### src/rtl/uart_frame_tx.sv
// Byte-frame sequencer for uart_tx: header, NBYTES snapshotted payload bytes, optional checksum.
// Define UART_FRAME_CS_EN to append the mod-256 checksum byte to every frame.
module uart_frame_tx #(
  parameter int         NBYTES  = 9,
  parameter logic [7:0] HEADER  = 8'h5A,
  parameter int         GAP     = 16,
  parameter bit         AUTO    = 1'b0,
  parameter int         ACK_TMO = 64
) (
  input  logic                clk,
  input  logic                rst,
  input  logic                en,
  input  logic                frame_req,
  input  logic [8*NBYTES-1:0] payload,
  input  logic                tx_busy,
  output logic                tx_start,
  output logic [7:0]          tx_data,
  output logic                frame_busy,
  output logic                frame_done,
  output logic                frame_err
);

  localparam int IDX_W = $clog2(NBYTES + 2);
  localparam int TMO_W = $clog2(ACK_TMO + 1);
  localparam int GAP_W = (GAP > 1) ? $clog2(GAP) : 1;

  typedef enum logic [2:0] {
    S_IDLE  = 3'd0,
    S_START = 3'd1,
    S_ACK   = 3'd2,
    S_DRAIN = 3'd3,
    S_GAP   = 3'd4
  } state_e;

  state_e                state_q, state_d;
  logic [IDX_W-1:0]      idx_q, idx_d;
  logic [TMO_W-1:0]      tmo_q, tmo_d;
  logic [GAP_W-1:0]      gap_q, gap_d;
  logic                  tx_start_q, tx_start_d;
  logic [7:0]            tx_data_q, tx_data_d;
  logic                  busy_q, busy_d;
  logic                  done_q, done_d;
  logic                  err_q, err_d;
  logic [8*NBYTES-1:0]   payload_q;
  logic                  snap;
  logic [7:0]            pay_byte;
`ifdef UART_FRAME_CS_EN
  logic [7:0]            cs_q, cs_d;
`endif

  // Payload byte selected by the current index (next byte to send is payload[idx]).
  always_comb begin
    pay_byte = 8'h00;
    for (int k = 0; k < NBYTES; k++) begin
      if (IDX_W'(k) == idx_q) pay_byte = payload_q[8*k +: 8];
    end
  end

  always_comb begin
    state_d    = state_q;
    idx_d      = idx_q;
    tmo_d      = tmo_q;
    gap_d      = gap_q;
    tx_start_d = tx_start_q;
    tx_data_d  = tx_data_q;
    busy_d     = busy_q;
    done_d     = 1'b0;
    err_d      = 1'b0;
    snap       = 1'b0;
`ifdef UART_FRAME_CS_EN
    cs_d       = cs_q;
`endif
    case (state_q)
      S_IDLE, S_ACK: begin
        state_d = S_IDLE;
        if (en && (AUTO || frame_req)) begin
          snap       = 1'b1;
          tx_data_d  = HEADER;
          tx_start_d = 1'b1;
          idx_d      = '0;
          tmo_d      = '0;
          busy_d     = 1'b1;
`ifdef UART_FRAME_CS_EN
          cs_d       = HEADER;
`endif
          state_d    = S_START;
        end
      end
      S_START: begin
        if (tx_busy) begin
          tx_start_d = 1'b0;
          state_d    = S_DRAIN;
        end else if (tmo_q == TMO_W'(ACK_TMO - 1)) begin
          tx_start_d = 1'b0;
          err_d      = 1'b1;
          busy_d     = 1'b0;
          gap_d      = '0;
          state_d    = (GAP == 0) ? S_IDLE : S_GAP;
        end else begin
          tmo_d = tmo_q + 1'b1;
        end
      end
      S_DRAIN: begin
        if (!tx_busy) begin
          tmo_d = '0;
          if (idx_q < IDX_W'(NBYTES)) begin
            idx_d      = idx_q + 1'b1;
            tx_data_d  = pay_byte;
            tx_start_d = 1'b1;
`ifdef UART_FRAME_CS_EN
            cs_d       = cs_q + pay_byte;
`endif
            state_d    = S_START;
          end
`ifdef UART_FRAME_CS_EN
          else if (idx_q == IDX_W'(NBYTES)) begin
            idx_d      = idx_q + 1'b1;
            tx_data_d  = cs_q;
            tx_start_d = 1'b1;
            state_d    = S_START;
          end
`endif
          else begin
            // Last byte drained: index stays put so it never wraps.
            done_d  = 1'b1;
            busy_d  = 1'b0;
            gap_d   = '0;
            state_d = (GAP == 0) ? S_IDLE : S_GAP;
          end
        end
      end
      S_GAP: begin
        if (gap_q == GAP_W'(GAP - 1)) begin
          state_d = S_IDLE;
        end else begin
          gap_d = gap_q + 1'b1;
        end
      end
      default: state_d = S_IDLE;
    endcase
  end

  always_ff @(posedge clk or posedge rst) begin
    if (rst) begin
      state_q    <= S_IDLE;
      idx_q      <= '0;
      tmo_q      <= '0;
      gap_q      <= '0;
      tx_start_q <= 1'b0;
      tx_data_q  <= 8'h00;
      busy_q     <= 1'b0;
      done_q     <= 1'b0;
      err_q      <= 1'b0;
`ifdef UART_FRAME_CS_EN
      cs_q       <= 8'h00;
`endif
    end else begin
      state_q    <= state_d;
      idx_q      <= idx_d;
      tmo_q      <= tmo_d;
      gap_q      <= gap_d;
      tx_start_q <= tx_start_d;
      tx_data_q  <= tx_data_d;
      busy_q     <= busy_d;
      done_q     <= done_d;
      err_q      <= err_d;
`ifdef UART_FRAME_CS_EN
      cs_q       <= cs_d;
`endif
    end
  end

  // Snapshot is plain data: no reset needed.
  always_ff @(posedge clk) begin
    if (snap) payload_q <= payload;
  end

  assign tx_start   = tx_start_q;
  assign tx_data    = tx_data_q;
  assign frame_busy = busy_q;
  assign frame_done = done_q;
  assign frame_err  = err_q;

endmodule
### config.mk
export PLATFORM = sky130hd
export DESIGN_NAME = uart_frame_tx
export DESIGN_NICKNAME = d
export VERILOG_FILES = /design/src/rtl/uart_frame_tx.sv
export SDC_FILE = /design/constraint.sdc
export NUM_CORES = 1
export LEC_CHECK = 0
export BUFFER_PORTS_ARGS = -buffer_cell sky130_fd_sc_hd__buf_2
export CAP_MARGIN = 20
export CORE_AREA = 4 4 116 118
export DETAILED_ROUTE_END_ITERATION = 6
export DIE_AREA = 0 0 120 122
export HOLD_SLACK_MARGIN = 0.06
export PLACE_DENSITY = 0.54
export SYNTH_ARGS = -nofsm -noshare
export SYNTH_HDL_FRONTEND = slang
export SYNTH_SLANG_ARGS = --single-unit
### constraint.sdc
create_clock -name clk -period 5.4 [get_ports clk]
set_clock_uncertainty 0.15 [all_clocks]
set_input_delay 1.08 -clock clk [delete_from_list [all_inputs] [get_ports clk]]
set_output_delay 1.08 -clock clk [all_outputs]
set_load 0.05 [all_outputs]
==> results of run 1 <==
cell type report:
class | count | area (um^2)
tap | 172 | 215
clock inverter | 6 | 92.6
multi-input combinational | 187 | 1240
fill | 1191 | 7280
timing repair buffer | 91 | 463
inverter | 9 | 33.8
clock buffer | 10 | 229
sequential | 102 | 2910
per-layer routing:
| layer | vias up | global-route usage | share of wire |
|---|---|---|---|
| li1 | 1378 | - | - |
| met4 | 0 | 0.0365 | 0.0084 |
| met1 | 1350 | 0.181 | 0.45 |
| met3 | 8 | 0.0501 | 0.055 |
| met2 | 64 | 0.219 | 0.48 |
| met5 | - | 0 | 0 |
worst paths after layout:
path | from | end | cells past startpoint
setup / recovery | idx_q[1] | tx_data[4] | 7
hold / removal | frame_busy | frame_busy | 2
setup reg to reg | idx_q[1] | tx_data[4] | 7
hold reg to reg | frame_busy | frame_busy | 2
max in group asynchronous | rst | tmo_q[5] | 3
min in group asynchronous | rst | tx_data[0] | 3
state kept, by name, indices dropped and copies added, names as in the netlist:
signal and cells:
payload_q 72, tx_data 8, tmo_q 7, gap_q 4
idx_q 4, state_q 3, frame_busy 1, frame_done 1
frame_err 1, tx_start 1
cell usage after synthesis (2+ instances only):
cell,count
sky130_fd_sc_hd__ha_1,7
sky130_fd_sc_hd__and2_1,2
sky130_fd_sc_hd__nor2b_1,5
sky130_fd_sc_hd__buf_2,3
sky130_fd_sc_hd__nor3b_1,3
sky130_fd_sc_hd__xnor2_1,5
sky130_fd_sc_hd__clkbuf_1,10
sky130_fd_sc_hd__or2_2,2
sky130_fd_sc_hd__nor2_1,21
sky130_fd_sc_hd__o21ai_0,16
sky130_fd_sc_hd__nand3_1,13
sky130_fd_sc_hd__edfxtp_1,72
sky130_fd_sc_hd__a221oi_1,16
sky130_fd_sc_hd__a22o_1,3
sky130_fd_sc_hd__clkbuf_2,2
sky130_fd_sc_hd__nor3_1,14
sky130_fd_sc_hd__nand2_1,12
sky130_fd_sc_hd__xor2_1,3
sky130_fd_sc_hd__inv_1,9
sky130_fd_sc_hd__o32ai_1,6
sky130_fd_sc_hd__o22ai_1,7
sky130_fd_sc_hd__a22oi_1,7
sky130_fd_sc_hd__nand2b_1,6
sky130_fd_sc_hd__a21oi_1,17
sky130_fd_sc_hd__dfrtp_1,30
sky130_fd_sc_hd__or3b_2,2
power groups by stage:
stage	Clock [mW]	Combinational, mW	Sequential (mW)
floorplan	0	0.496	1.17
global placement	0	0.815	1.09
detailed placement	0	0.822	1.10
CTS	0.718	0.824	1.08
global route	0.752	0.892	1.10
finish	0.698	0.811	1.08
placed cells by master (no fill, tap or decap), types with 2 or more instances in the layout:
master / count
sky130_fd_sc_hd__o22ai_1: 7
sky130_fd_sc_hd__nor3b_1: 3
sky130_fd_sc_hd__or3b_2: 2
sky130_fd_sc_hd__dfrtp_1: 30
sky130_fd_sc_hd__nand2b_1: 6
sky130_fd_sc_hd__nor3_1: 14
sky130_fd_sc_hd__a22o_1: 3
sky130_fd_sc_hd__bufinv_16: 2
sky130_fd_sc_hd__and2_1: 2
sky130_fd_sc_hd__nor2_1: 21
sky130_fd_sc_hd__clkbuf_16: 9
sky130_fd_sc_hd__xnor2_1: 5
sky130_fd_sc_hd__o32ai_1: 6
sky130_fd_sc_hd__a22oi_1: 7
sky130_fd_sc_hd__buf_4: 3
sky130_fd_sc_hd__edfxtp_1: 72
sky130_fd_sc_hd__ha_1: 7
sky130_fd_sc_hd__a221oi_1: 16
sky130_fd_sc_hd__a21oi_1: 17
sky130_fd_sc_hd__nand2_1: 12
sky130_fd_sc_hd__nor2b_1: 5
sky130_fd_sc_hd__xor2_1: 3
sky130_fd_sc_hd__buf_2: 88
sky130_fd_sc_hd__or2_2: 2
sky130_fd_sc_hd__o21ai_0: 16
sky130_fd_sc_hd__inv_1: 8
sky130_fd_sc_hd__nand3_1: 13
cells by family (layout without fill, tap and decap cells):
| group | Yosys count | in the layout |
|---|---|---|
| muxes | 1 | 1 |
| xor gates and xnor gates | 8 | 8 |
| adders and majority gates | 7 | 7 |
| DFF | 102 | 102 |
| buffers and inverters | 24 | 116 |
| AOI/OAI and AO/OA | 82 | 82 |
| and+or+nand+nor | 89 | 89 |
critical path: stages, from the launching register on:
cell,delay [ns]
sky130_fd_sc_hd__dfrtp_1,0.41
sky130_fd_sc_hd__inv_1,0.11
sky130_fd_sc_hd__ha_1,0.41
sky130_fd_sc_hd__nor2b_1,0.75
sky130_fd_sc_hd__a221oi_1,0.18
sky130_fd_sc_hd__a2111oi_0,0.48
sky130_fd_sc_hd__o21ai_0,0.19
sky130_fd_sc_hd__a21oi_1,0.15
metrics by stage:
| step | std cells | hold WS [ns] |
|---|---|---|
| after floorplan | 313 | 0.348 |
| after global placement | 561 | 0.368 |
| after detailed placement | 561 | 0.379 |
| after CTS | 577 | 0.394 |
| after global routing | 577 | 0.408 |
| final | 577 | 0.394 |
==> summary by stage, run 1 <==
Clocking
The number of levels in the clock H-tree is 3. The TritonCTS clock tree is yes. Buffers inserted during clock tree synthesis total 9.

For this design, the sink count on the clock tree is about 100. The number of hold buffers added after cts is 0. Once the clock tree was built, the resizer swapped 0 gates to a different size. The clock latency at the later pin of the worst-skew pair is 0.35 ns. The deepest clock path buffer count is 2.

The post-CTS setup repair buffer count is 0. After clock tree synthesis, the clock-pin slew on the worst setup and hold paths is 0.07 ns. The root buffer cell chosen for the clock tree is sky130_fd_sc_hd__clkbuf_16.

Synth
Synthesis produced ~310 cells. Yosys mapped the design onto 46 distinct sky130hd cell types. The cell area that synthesis handed to floorplanning was roughly 4300 um^2. Sorting the synthesized cells by area gives the leading types as sky130_fd_sc_hd__edfxtp_1, sky130_fd_sc_hd__dfrtp_1, sky130_fd_sc_hd__a221oi_1. Of all flip-flops after synthesis, the portion carrying an async set or reset was 0.294. The synthesized net count is about 400. Of the total synthesized cell area, the portion taken by AND, OR, NAND and NOR gates is 0.115. The share of the synthesized area in compound gates (AO/OA/AOI/OAI) is 0.137. The share of the synthesized area in the top cell type is 0.508. The dominant cell type by area after synthesis is sky130_fd_sc_hd__edfxtp_1. After synthesis, the share of cell area in mux cells is 0.00353. The adder-cell area share of the yosys netlist is 0.0206. For this run, the number of Yosys warnings is 0. Counting flops and latches in the post-synthesis netlist gives 102. A synthesized cell averages 13.6 um^2. After synthesis, the largest family of logic cells by area is compound AO/OA/AOI/OAI gates.

The xor/xnor share of the synthesized area is 0.0165. The proportion of synthesized chip area in sequential cells is 0.685. The prevailing post-synth register cell is sky130_fd_sc_hd__edfxtp_1. In this run, synthesis inferred a little over 70 flip-flops with an integrated enable.

STA
In the finished design, the share of the clock period the worst path needs comes to 0.536. The setup-violating endpoint count in the final report is 0. The final worst-path setup slack is 2.50 ns.

The max-slew violation total from the final report was 0. The worst path needs 2.90 ns of the cycle, external delays included. The max-slew headroom at the worst pin is 0.431.

The number of hold violations in the final report is 0. Setup repair after global routing left no endpoint under its margin. For the pin with the worst max-slew slack, the measured transition is 0.852 ns. For the final routed database, the setup TNS stands at 0 ns. The top achievable clock speed is 0.345 GHz.

GRT
The number of global-route vias before repair was 2925. The largest net degree at the start of global routing is 46. The first-pass GRT wire length is 15.6 mm. The overall overflow remaining after global route is 0. In the global route stage, overall resource usage came out at 0.138. The number of antenna violations at the first check in global routing is 0.

Layout
The layout net count is 484. The layout-stage area growth over the synthesis result is 22.0%. The number of antenna cells inserted is 0. The finished layout cell area is approximately 5200 um^2. In the final layout, the share of cells above drive strength 1 is 0.299. Measured on the finished design, the core utilization comes to 0.416.

Die
The initial utilization of the core area, before any placement, comes to 0.341. The die is 120 um wide. The number of top-level design ports is 89. The vertical die dimension is 122 um.

The total area inside the core boundary comes to 12500 um^2. The die covers 14600 um^2. The floorplan row count is 41.

Run
Across the run, the number of max-cap violations was 0.

Placed design
The last weighted congestion value of the routability-driven placer is 0.774. The setup slack after placement is 2.12 ns. Summed over all nets, the half-perimeter wirelength after detailed placement is 6.98 mm. In this run the cell area measured after placement is slightly below 5000 um^2.

The quantity of I/O buffers inserted on ports is 88.

Route
The total DRC errors in the routed layout is 0. Summing over every cut layer, the via total after detailed routing is 2800. The detailed-router iteration count before antenna repair is 4. For this block, the initial DRC count from the detailed router was 178. The routed design has 9.66 mm of wire. The wire length per cell after detailed routing is 16.7 um. The count of nets left with antenna violations once routing finished came out at 0. Dividing the detail-routed via count by the number of cells gives 4.85.

Critical path
The setup check on the worst reg-to-reg path leaves a slack of about 2.5 ns. The startpoint-to-endpoint class of the critical path is flop to flop. Data on the critical path is required at its endpoint by 5.52 ns. The worst path arrival time is 3.02 ns. The type of element launching the critical path is a flop.

Along the worst path, the maximum fanout reaches 15. The kind of capture point of the worst setup path is a flop.

Power
Internal power comes to 1.65 mW. The share of total power dissipated in combinational logic is 0.313. The net switching power is 0.937 mW.

For this design the ratio of total power to cell area is 499 nW/um^2. The part of the power in registers is 0.417. Of the total power, the clock network draws 0.270. In this run the static leakage power is 1.96 nW. The switching fraction of total power is 0.362. The worst ir drop on vdd is 0.243 mV. The design draws 2.59 mW.

Worst hold path
The path class of the lowest-slack min-delay path is flop to flop.

Status
The run finished with clean final reports.
Note: power is estimated with default switching activity, not from simulation.
==> run 2: changes to the inputs <==
- ABC_AREA: unset -> 1
- CORE_AREA: 4 4 116 118 -> 4 4 118 120
- DIE_AREA: 0 0 120 122 -> 0 0 122 124
- PLACE_DENSITY: 0.54 -> 0.55
- clock period: 5.4 -> 3 ns (I/O delays scaled with it)
==> summary by stage, run 2 <==
Critical path
Critical Path, Cell by Cell: inv_1 -> ha_1 -> nand3_1 -> nor2_1 -> nor2_1 -> nand2_1 -> nand2_1 -> nand2_1 -> nand2_1 -> nand2_1 -> nand2_1 (was inv_1 -> ha_1 -> nor2b_1 -> a221oi_1 -> a2111oi_0 -> o21ai_0 -> a21oi_1). The launch point of the worst reg-to-reg path was idx_q[1] (unchanged). The reg-to-reg critical path endpoint is tx_data[5] (was tx_data[4]).

The cell depth of the worst flop-to-flop path is 11 (was 7). The type of element launching the critical path is a flop (unchanged). The number of gates on the worst path with buffers counted came to 11 (was 7).

The cell repeated most along the worst path is sky130_fd_sc_hd__nand2_1. The standard cell with the maximum stage delay on the critical path was sky130_fd_sc_hd__nand3_1 (was sky130_fd_sc_hd__nor2b_1). The startpoint-to-endpoint class of the critical path was flop to flop (unchanged).

The dominant delay contributor by cell family on the critical path is simple AND/OR/NAND/NOR gates (was compound AO/OA/AOI/OAI gates). The combined buffer and inverter count along the critical path is 1 (unchanged). The kind of capture point of the worst setup path is a flop (unchanged). The data required time at the worst endpoint is 3.09 ns (was 5.52 ns). The setup slack of the worst register-to-register path is 0.75 ns (was 2.50 ns).

The worst path arrival time is 2.34 ns (was 3.02 ns). The delay of the slowest critical-path stage came to 0.44 ns (was 0.75 ns). The maximum fanout along the worst path is 13 (was 15).

Power
The leakage power summed over all cells is 2.37 nW (was 1.96 nW). The share of total power in combinational logic was 0.264 (was 0.313). The clock network fraction of total power was 0.285 (was 0.270). The worst ir drop on vdd is 0.348 mV (was 0.243 mV). The part of the power in registers is 0.451 (was 0.417). The net switching power is 1.38 mW (was 0.937 mW).

The cell-internal power is 2.74 mW (was 1.65 mW). The switching fraction of total power is 0.334 (was 0.362). The power per unit of standard cell area was 760 nW/um^2 (was 499 nW/um^2).

Synth
The synthesized net count is 511 (was 397). The dominant cell type by area after synthesis is sky130_fd_sc_hd__edfxtp_1 (unchanged). The proportion of synthesized chip area in sequential cells is 0.652 (was 0.685). The gate count after technology mapping came to 427 (was 313).

The post-synth design cell area is 4470 um^2 (was 4250 um^2). The dominant cell by count in the synthesized netlist is sky130_fd_sc_hd__nand2_1 (was sky130_fd_sc_hd__edfxtp_1). The number of distinct standard cells referenced by the synthesized netlist came to 32 (was 46). The mean area per synthesized cell is 10.5 um^2 (was 13.6 um^2). The number of enable flip-flop cells after synthesis is 72 (unchanged).

The share of flip-flops with an asynchronous set or reset after synthesis came to 0.294 (unchanged). Area contributors post-synth: sky130_fd_sc_hd__edfxtp_1, sky130_fd_sc_hd__dfrtp_1, sky130_fd_sc_hd__nand2_1 (was sky130_fd_sc_hd__edfxtp_1, sky130_fd_sc_hd__dfrtp_1, sky130_fd_sc_hd__a221oi_1). The prevailing post-synth register cell is sky130_fd_sc_hd__edfxtp_1 (unchanged). The count of warnings emitted by yosys is 0 (unchanged). The share of the synthesized area in the top cell type came to 0.484 (was 0.508). The number of storage elements in the synthesis netlist is 102 (unchanged). Top cells by instance count after synthesis: sky130_fd_sc_hd__nand2_1, sky130_fd_sc_hd__edfxtp_1, sky130_fd_sc_hd__nor2_1, sky130_fd_sc_hd__nand3_1, sky130_fd_sc_hd__dfrtp_1 (was sky130_fd_sc_hd__edfxtp_1, sky130_fd_sc_hd__dfrtp_1, sky130_fd_sc_hd__nor2_1, sky130_fd_sc_hd__a21oi_1).

STA
The number of hold violations in the final report is 0 (unchanged). The pin slew with the least headroom to its limit was 0.550 ns (was 0.852 ns). The setup-violating endpoint count in the final report was 0 (unchanged).

The top achievable clock speed came to 0.445 GHz (was 0.345 GHz). The final worst-path setup slack is 0.755 ns (was 2.50 ns). The shortest clock period the worst path allows after layout was 2.25 ns (was 2.90 ns).

The share of the cycle needed by the critical path after routing is 0.748 (was 0.536). The max-slew headroom at the worst pin was 0.632 (was 0.431). The max-slew violation total from the final report is 0 (unchanged).

Setup repair after global routing missed its margin: false (unchanged). The sum of negative setup slack is 0 ns (unchanged).

GRT
The overall overflow remaining after global route came to 0 (unchanged). The overall track demand over capacity in global routing was 0.142 (was 0.138). The number of global-route vias before repair is 3249 (was 2925).

The largest net degree at the start of global routing is 34 (was 46). The number of antenna violations at the first check in global routing is 0 (unchanged). The first-pass GRT wire length is 16.0 mm (was 15.6 mm).

Clocking
The buffer cell driving the clock tree root is sky130_fd_sc_hd__clkbuf_16 (unchanged). The clock latency at the later pin of the worst-skew pair came to 0.35 ns (about the same). The clock transition at the registers of the reported paths was 0.07 ns (about the same). The number of levels in the clock H-tree is 3 (unchanged). The post-CTS resize count is 0 (unchanged). The TritonCTS clock tree was yes (unchanged). The CTS sink count is 102 (unchanged). The clock buffer count from CTS is 9 (unchanged). The post-CTS setup repair buffer count is 0 (unchanged).

The number of hold buffers added after cts is 0 (unchanged). The deepest clock path buffer count came to 2 (unchanged).

Placed design
The quantity of I/O buffers inserted on ports came to 88 (unchanged). The setup slack after placement is 0.738 ns (was 2.12 ns). The last weighted congestion value of the routability-driven placer came to 0.808 (was 0.774).

The HPWL after detailed placement came to 7.40 mm (was 6.98 mm).

Layout
The leading cell type in the layout, fill and taps excluded is sky130_fd_sc_hd__nand2_1 (was sky130_fd_sc_hd__buf_2). The share of layout cells above drive strength 1 came to 0.265 (was 0.299). The layout-stage area growth over the synthesis result is 21.5% (was 22.0%). The layout net count is 608 (was 484). The number of fillers in the final layout came to 1309 (was 1191). Most used cells in the layout excluding fill and tap cells: sky130_fd_sc_hd__nand2_1, sky130_fd_sc_hd__buf_2, sky130_fd_sc_hd__edfxtp_1 (was sky130_fd_sc_hd__buf_2, sky130_fd_sc_hd__edfxtp_1, sky130_fd_sc_hd__dfrtp_1). The register ranked first by flip-flop count was payload_q (unchanged). The number of antenna cells inserted is 0 (unchanged). The number of flip-flops in the largest register came to 72 (unchanged).

Route
The wire length per cell after detailed routing was 14.1 um (was 16.7 um). The number of violations reported at the end of detailed-routing iteration 0 is 167 (was 178). The total DRC errors in the routed layout is 0 (unchanged). The detailed-router iteration count before antenna repair is 5 (was 4). The total wirelength of the detailed-routed design is 9.93 mm (was 9.66 mm).

The mean number of vias per cell came to 4.46 (was 4.85). The detailed-route via count was 3144 (was 2800). The count of nets left with antenna violations after detail routing came to 0 (unchanged).

Die
The die footprint is 15100 um^2 (was 14600 um^2). The core region area came to 13000 um^2 (was 12500 um^2). The number of top-level design ports is 89 (unchanged). The vertical die dimension came to 124 um (was 122 um). The floorplan row count is 42 (was 41). The overall die width is 122 um (was 120 um).

The starting density of the core is 0.344 (was 0.341).

Run
The number of max-cap violations is 0 (unchanged).

Worst hold path
The path class of the lowest-slack min-delay path is primary input to async pin (was flop to flop).

Status
Result of the run: completed (unchanged).
## run 2: power groups by stage
stage	clock network, mW	logic [mW]	registers [mW]
2_1_floorplan	0	0.661	2.00
3_3_place_gp	0	1.09	1.89
3_5_place_dp	0	1.11	1.89
4_1_cts	1.22	1.11	1.86
5_1_grt	1.27	1.23	1.88
6_report	1.17	1.09	1.86
## run 2: stage by stage
step	util	hold slack [ns]	instance area [um^2]	power (mW)	cells
floorplan	-	0.321	4470	2.66	427
global placement	0.395	0.312	5120	2.98	689
detailed placement	0.395	0.316	5120	3.00	689
CTS	0.418	0.175	5420	4.19	705
global route	0.418	0.193	5420	4.39	705
finish	0.418	0.172	5420	4.12	705
## run 2: how the worst max path moves through the flow
stage / slack (ns) / start / to
3_3_place_gp: 0.75 / idx_q[1] / tx_data[5]
6_report: 0.75 / idx_q[1] / tx_data[5]
2_1_floorplan: 0.69 / en / idx_q[3]
3_5_place_dp: 0.74 / idx_q[1] / tx_data[5]
4_1_cts: 0.71 / idx_q[1] / tx_data[5]
5_1_grt: 0.47 / idx_q[1] / tx_data[2]
## run 2: cell type report
class	instances	area, um^2	area share
Tap cell	176	220	0.0406
Clock inverter	6	71.3	0.0131
Sequential cell	102	2910	0.537
Inverter	45	169	0.0311
Clock buffer	10	229	0.0422
Multi-Input combinational cell	275	1360	0.251
Timing Repair Buffer	91	463	0.0854
## run 2: routing by layer
metal / track usage / up-vias / share of wire
li1: - / 1614 / -
met1: 0.178 / 1442 / 0.43
met2: 0.232 / 71 / 0.50
met3: 0.0295 / 17 / 0.043
met4: 0.0770 / 0 / 0.028
met5: 0 / - / 0
## run 2: logic make-up after synthesis
logic type / share of synthesized area
DFF: 0.652
buffers and inverters: 0.0434
adders and majority gates: 0.0196
AOI/OAI and AO/OA: 0.0431
xor gates and xnor gates: 0.00589
and+or+nand+nor: 0.236
## run 2: tightest hold or removal path: stages
cell	delay (ns)
sky130_fd_sc_hd__buf_2	0.09
sky130_fd_sc_hd__inv_1	0.04
sky130_fd_sc_hd__buf_4	0.36
==> run 3: changes to the inputs <==
- ABC_AREA: 1 -> 0
- CORE_AREA: 4 4 118 120 -> 4 4 116 118
- DIE_AREA: 0 0 122 124 -> 0 0 120 122
- PLACE_DENSITY: 0.55 -> 0.54
- clock period: 3 -> 2.08 ns (I/O delays scaled with it)
==> summary by stage, run 3 (synthesis gave the netlist of run 1 again) <==
Status
Result of the run: completed (unchanged).

GRT
The largest net degree at the start of global routing is 82 (was 34). The number of global-route vias before repair is 2916 (was 3249). The number of antenna violations at the first check in global routing is 0 (unchanged).

The overall track demand over capacity in global routing is 0.135 (was 0.142). The first-pass GRT wire length is 15.1 mm (was 16.0 mm). The overall overflow remaining after global route is 0 (unchanged).

Placed design
The setup slack after placement came to -0.121 ns (was 0.738 ns). The number of placed cells counting well taps is 581 (was 689). The HPWL after detailed placement is 7.09 mm (was 7.40 mm).

The last weighted congestion value of the routability-driven placer is 0.850 (was 0.808). The quantity of I/O buffers inserted on ports was 88 (unchanged).

Die
The core region area is 12500 um^2 (was 13000 um^2). The starting density of the core is 0.341 (was 0.344). The vertical die dimension is 122 um (was 124 um). The number of top-level design ports was 89 (unchanged). The floorplan row count is 41 (was 42). The die footprint is 14600 um^2 (was 15100 um^2).

The overall die width was 120 um (was 122 um).

Route
The number of violations reported at the end of detailed-routing iteration 0 came to 113 (was 167). The total DRC errors in the routed layout is 0 (unchanged). The detailed-route via count was 2887 (was 3144). The mean number of vias per cell is 4.80 (was 4.46). The detailed-router iteration count before antenna repair is 4 (was 5). The wire length per cell after detailed routing came to 16.2 um (was 14.1 um). The total wirelength of the detailed-routed design is 9.76 mm (was 9.93 mm). The count of nets left with antenna violations after detail routing was 0 (unchanged).

STA
The pin slew with the least headroom to its limit is 0.461 ns (was 0.550 ns). The max-slew headroom at the worst pin is 0.691 (was 0.632). The setup-violating endpoint count in the final report was 0 (unchanged). The post-route worst hold slack is 0.0973 ns (was 0.172 ns).

The share of the cycle needed by the critical path after routing is 0.971 (was 0.748). The shortest clock period the worst path allows after layout is 2.02 ns (was 2.25 ns). The final worst-path setup slack is 0.0611 ns (was 0.755 ns). The top achievable clock speed is 0.495 GHz (was 0.445 GHz).

The max-slew violation total from the final report was 0 (unchanged). The sum of negative setup slack came to 0 ns (unchanged). The number of hold violations in the final report is 0 (unchanged).

Clocking
The clock buffer count from CTS was 9 (unchanged). The TritonCTS clock tree is yes (unchanged). The buffer cell driving the clock tree root is sky130_fd_sc_hd__clkbuf_16 (unchanged). The deepest clock path buffer count is 2 (unchanged). The clock transition at the registers of the reported paths came to 0.07 ns (about the same). The CTS sink count is 102 (unchanged).

The number of levels in the clock H-tree was 3 (unchanged). The clock latency at the later pin of the worst-skew pair was 0.34 ns (was 0.35 ns).

Worst hold path
The path class of the lowest-slack min-delay path is primary input to flop (was primary input to async pin). The path with the worst hold slack has its endpoint at payload_q[4]. The startpoint of the most critical hold path is payload[4]. The number of stages on the worst hold path is 1.

Critical path
The launch point of the worst reg-to-reg path is idx_q[0] (was idx_q[1]). The maximum fanout along the worst path was 5 (was 13). The data required time at the worst endpoint was 2.15 ns (was 3.09 ns). The worst path arrival time is 2.09 ns (was 2.34 ns).

The type of element launching the critical path is a flop (unchanged). The cell depth of the worst flop-to-flop path is 7 (was 11). The startpoint-to-endpoint class of the critical path was flop to flop (unchanged).

The kind of capture point of the worst setup path was a flop (unchanged). The reg-to-reg critical path endpoint is tx_data[2] (was tx_data[5]). The setup slack of the worst register-to-register path is 0.06 ns (was 0.75 ns).

Layout
The register ranked first by flip-flop count is payload_q (unchanged). The number of fillers in the final layout is 1148 (was 1309). The share of layout cells above drive strength 1 was 0.435 (was 0.265). The layout-stage area growth over the synthesis result is 32.1% (was 21.5%).

The number of antenna cells inserted is 0 (unchanged). Most used cells in the layout excluding fill and tap cells: sky130_fd_sc_hd__buf_2, sky130_fd_sc_hd__edfxtp_1, sky130_fd_sc_hd__dfrtp_1 (was sky130_fd_sc_hd__nand2_1, sky130_fd_sc_hd__buf_2, sky130_fd_sc_hd__edfxtp_1). The layout net count is 509 (was 608). The number of standard cells in the layout, taps in and fillers out is 602 (was 705). The leading cell type in the layout, fill and taps excluded is sky130_fd_sc_hd__buf_2 (was sky130_fd_sc_hd__nand2_1). The number of flip-flops in the largest register is 72 (unchanged).

Power
The power per unit of standard cell area is 1300 nW/um^2 (was 760 nW/um^2). The leakage power summed over all cells is 2.12 nW (was 2.37 nW). The worst ir drop on vdd is 0.466 mV (was 0.348 mV).

Run
The number of max-cap violations is 0 (unchanged).
[run 3: how the worst max path moves through the flow]
stage	from	to	slack, ns	cells after the start
after floorplan	idx_q[0]	tx_data[0]	0.007	8
after global placement	idx_q[1]	tx_data[2]	-0.07	7
after detailed placement	idx_q[1]	tx_data[2]	-0.12	7
after CTS	idx_q[0]	tx_data[6]	0.003	8
after global routing	idx_q[0]	tx_data[3]	-0.003	8
final	idx_q[0]	tx_data[2]	0.06	7
[run 3: routing by layer]
layer | GRT usage | wire [um] | up-vias
li1 | - | - | 1432
met1 | 0.175 | 4340 | 1370
met2 | 0.220 | 4780 | 71
met3 | 0.0255 | 445 | 14
met4 | 0.0594 | 194 | 0
met5 | 0 | 0 | -
[run 3: power breakdown]
| group | internal, mW | total, mW | switching [mW] |
|---|---|---|---|
| registers | 2.51 | 2.80 | 0.287 |
| logic | 1.24 | 2.95 | 1.71 |
| clock network | 0.837 | 1.55 | 0.710 |
[run 3: per-stage QoR]
stage | utilization | cell area (um^2) | power [mW]
2_1_floorplan | - | 4260 | 4.31
3_3_place_gp | 0.404 | 5030 | 5.16
3_5_place_dp | 0.404 | 5030 | 5.18
4_1_cts | 0.437 | 5450 | 7.00
5_1_grt | 0.451 | 5620 | 7.71
6_report | 0.451 | 5620 | 7.30
[run 3: cell type report]
type / instances / area, um^2 / area share
clock buffer: 10 / 239 / 0.0425
clock inverter: 6 / 36.3 / 0.00646
inverter: 9 / 37.5 / 0.00668
multi-input combinational: 187 / 1500 / 0.267
sequential: 102 / 2910 / 0.519
tap: 172 / 215 / 0.0383
timing repair buffer: 116 / 677 / 0.120
[run 3: worst max-delay path, stage by stage (launching register included)]
cell and delay [ns]:
sky130_fd_sc_hd__dfrtp_1 0.41, sky130_fd_sc_hd__buf_4 0.16, sky130_fd_sc_hd__ha_4 0.17, sky130_fd_sc_hd__or3b_4 0.40, sky130_fd_sc_hd__a21oi_2 0.14, sky130_fd_sc_hd__o32ai_2 0.12
sky130_fd_sc_hd__a221oi_2 0.28, sky130_fd_sc_hd__a21oi_1 0.06
[run 3: timing repair]
action	in CTS	in global routing
setup buffers	1	3
endpoints found under the setup margin	7	9
resized for setup	22	32
hold endpoints to repair	30	0
hold buffers	1	0
pin swaps	6	6
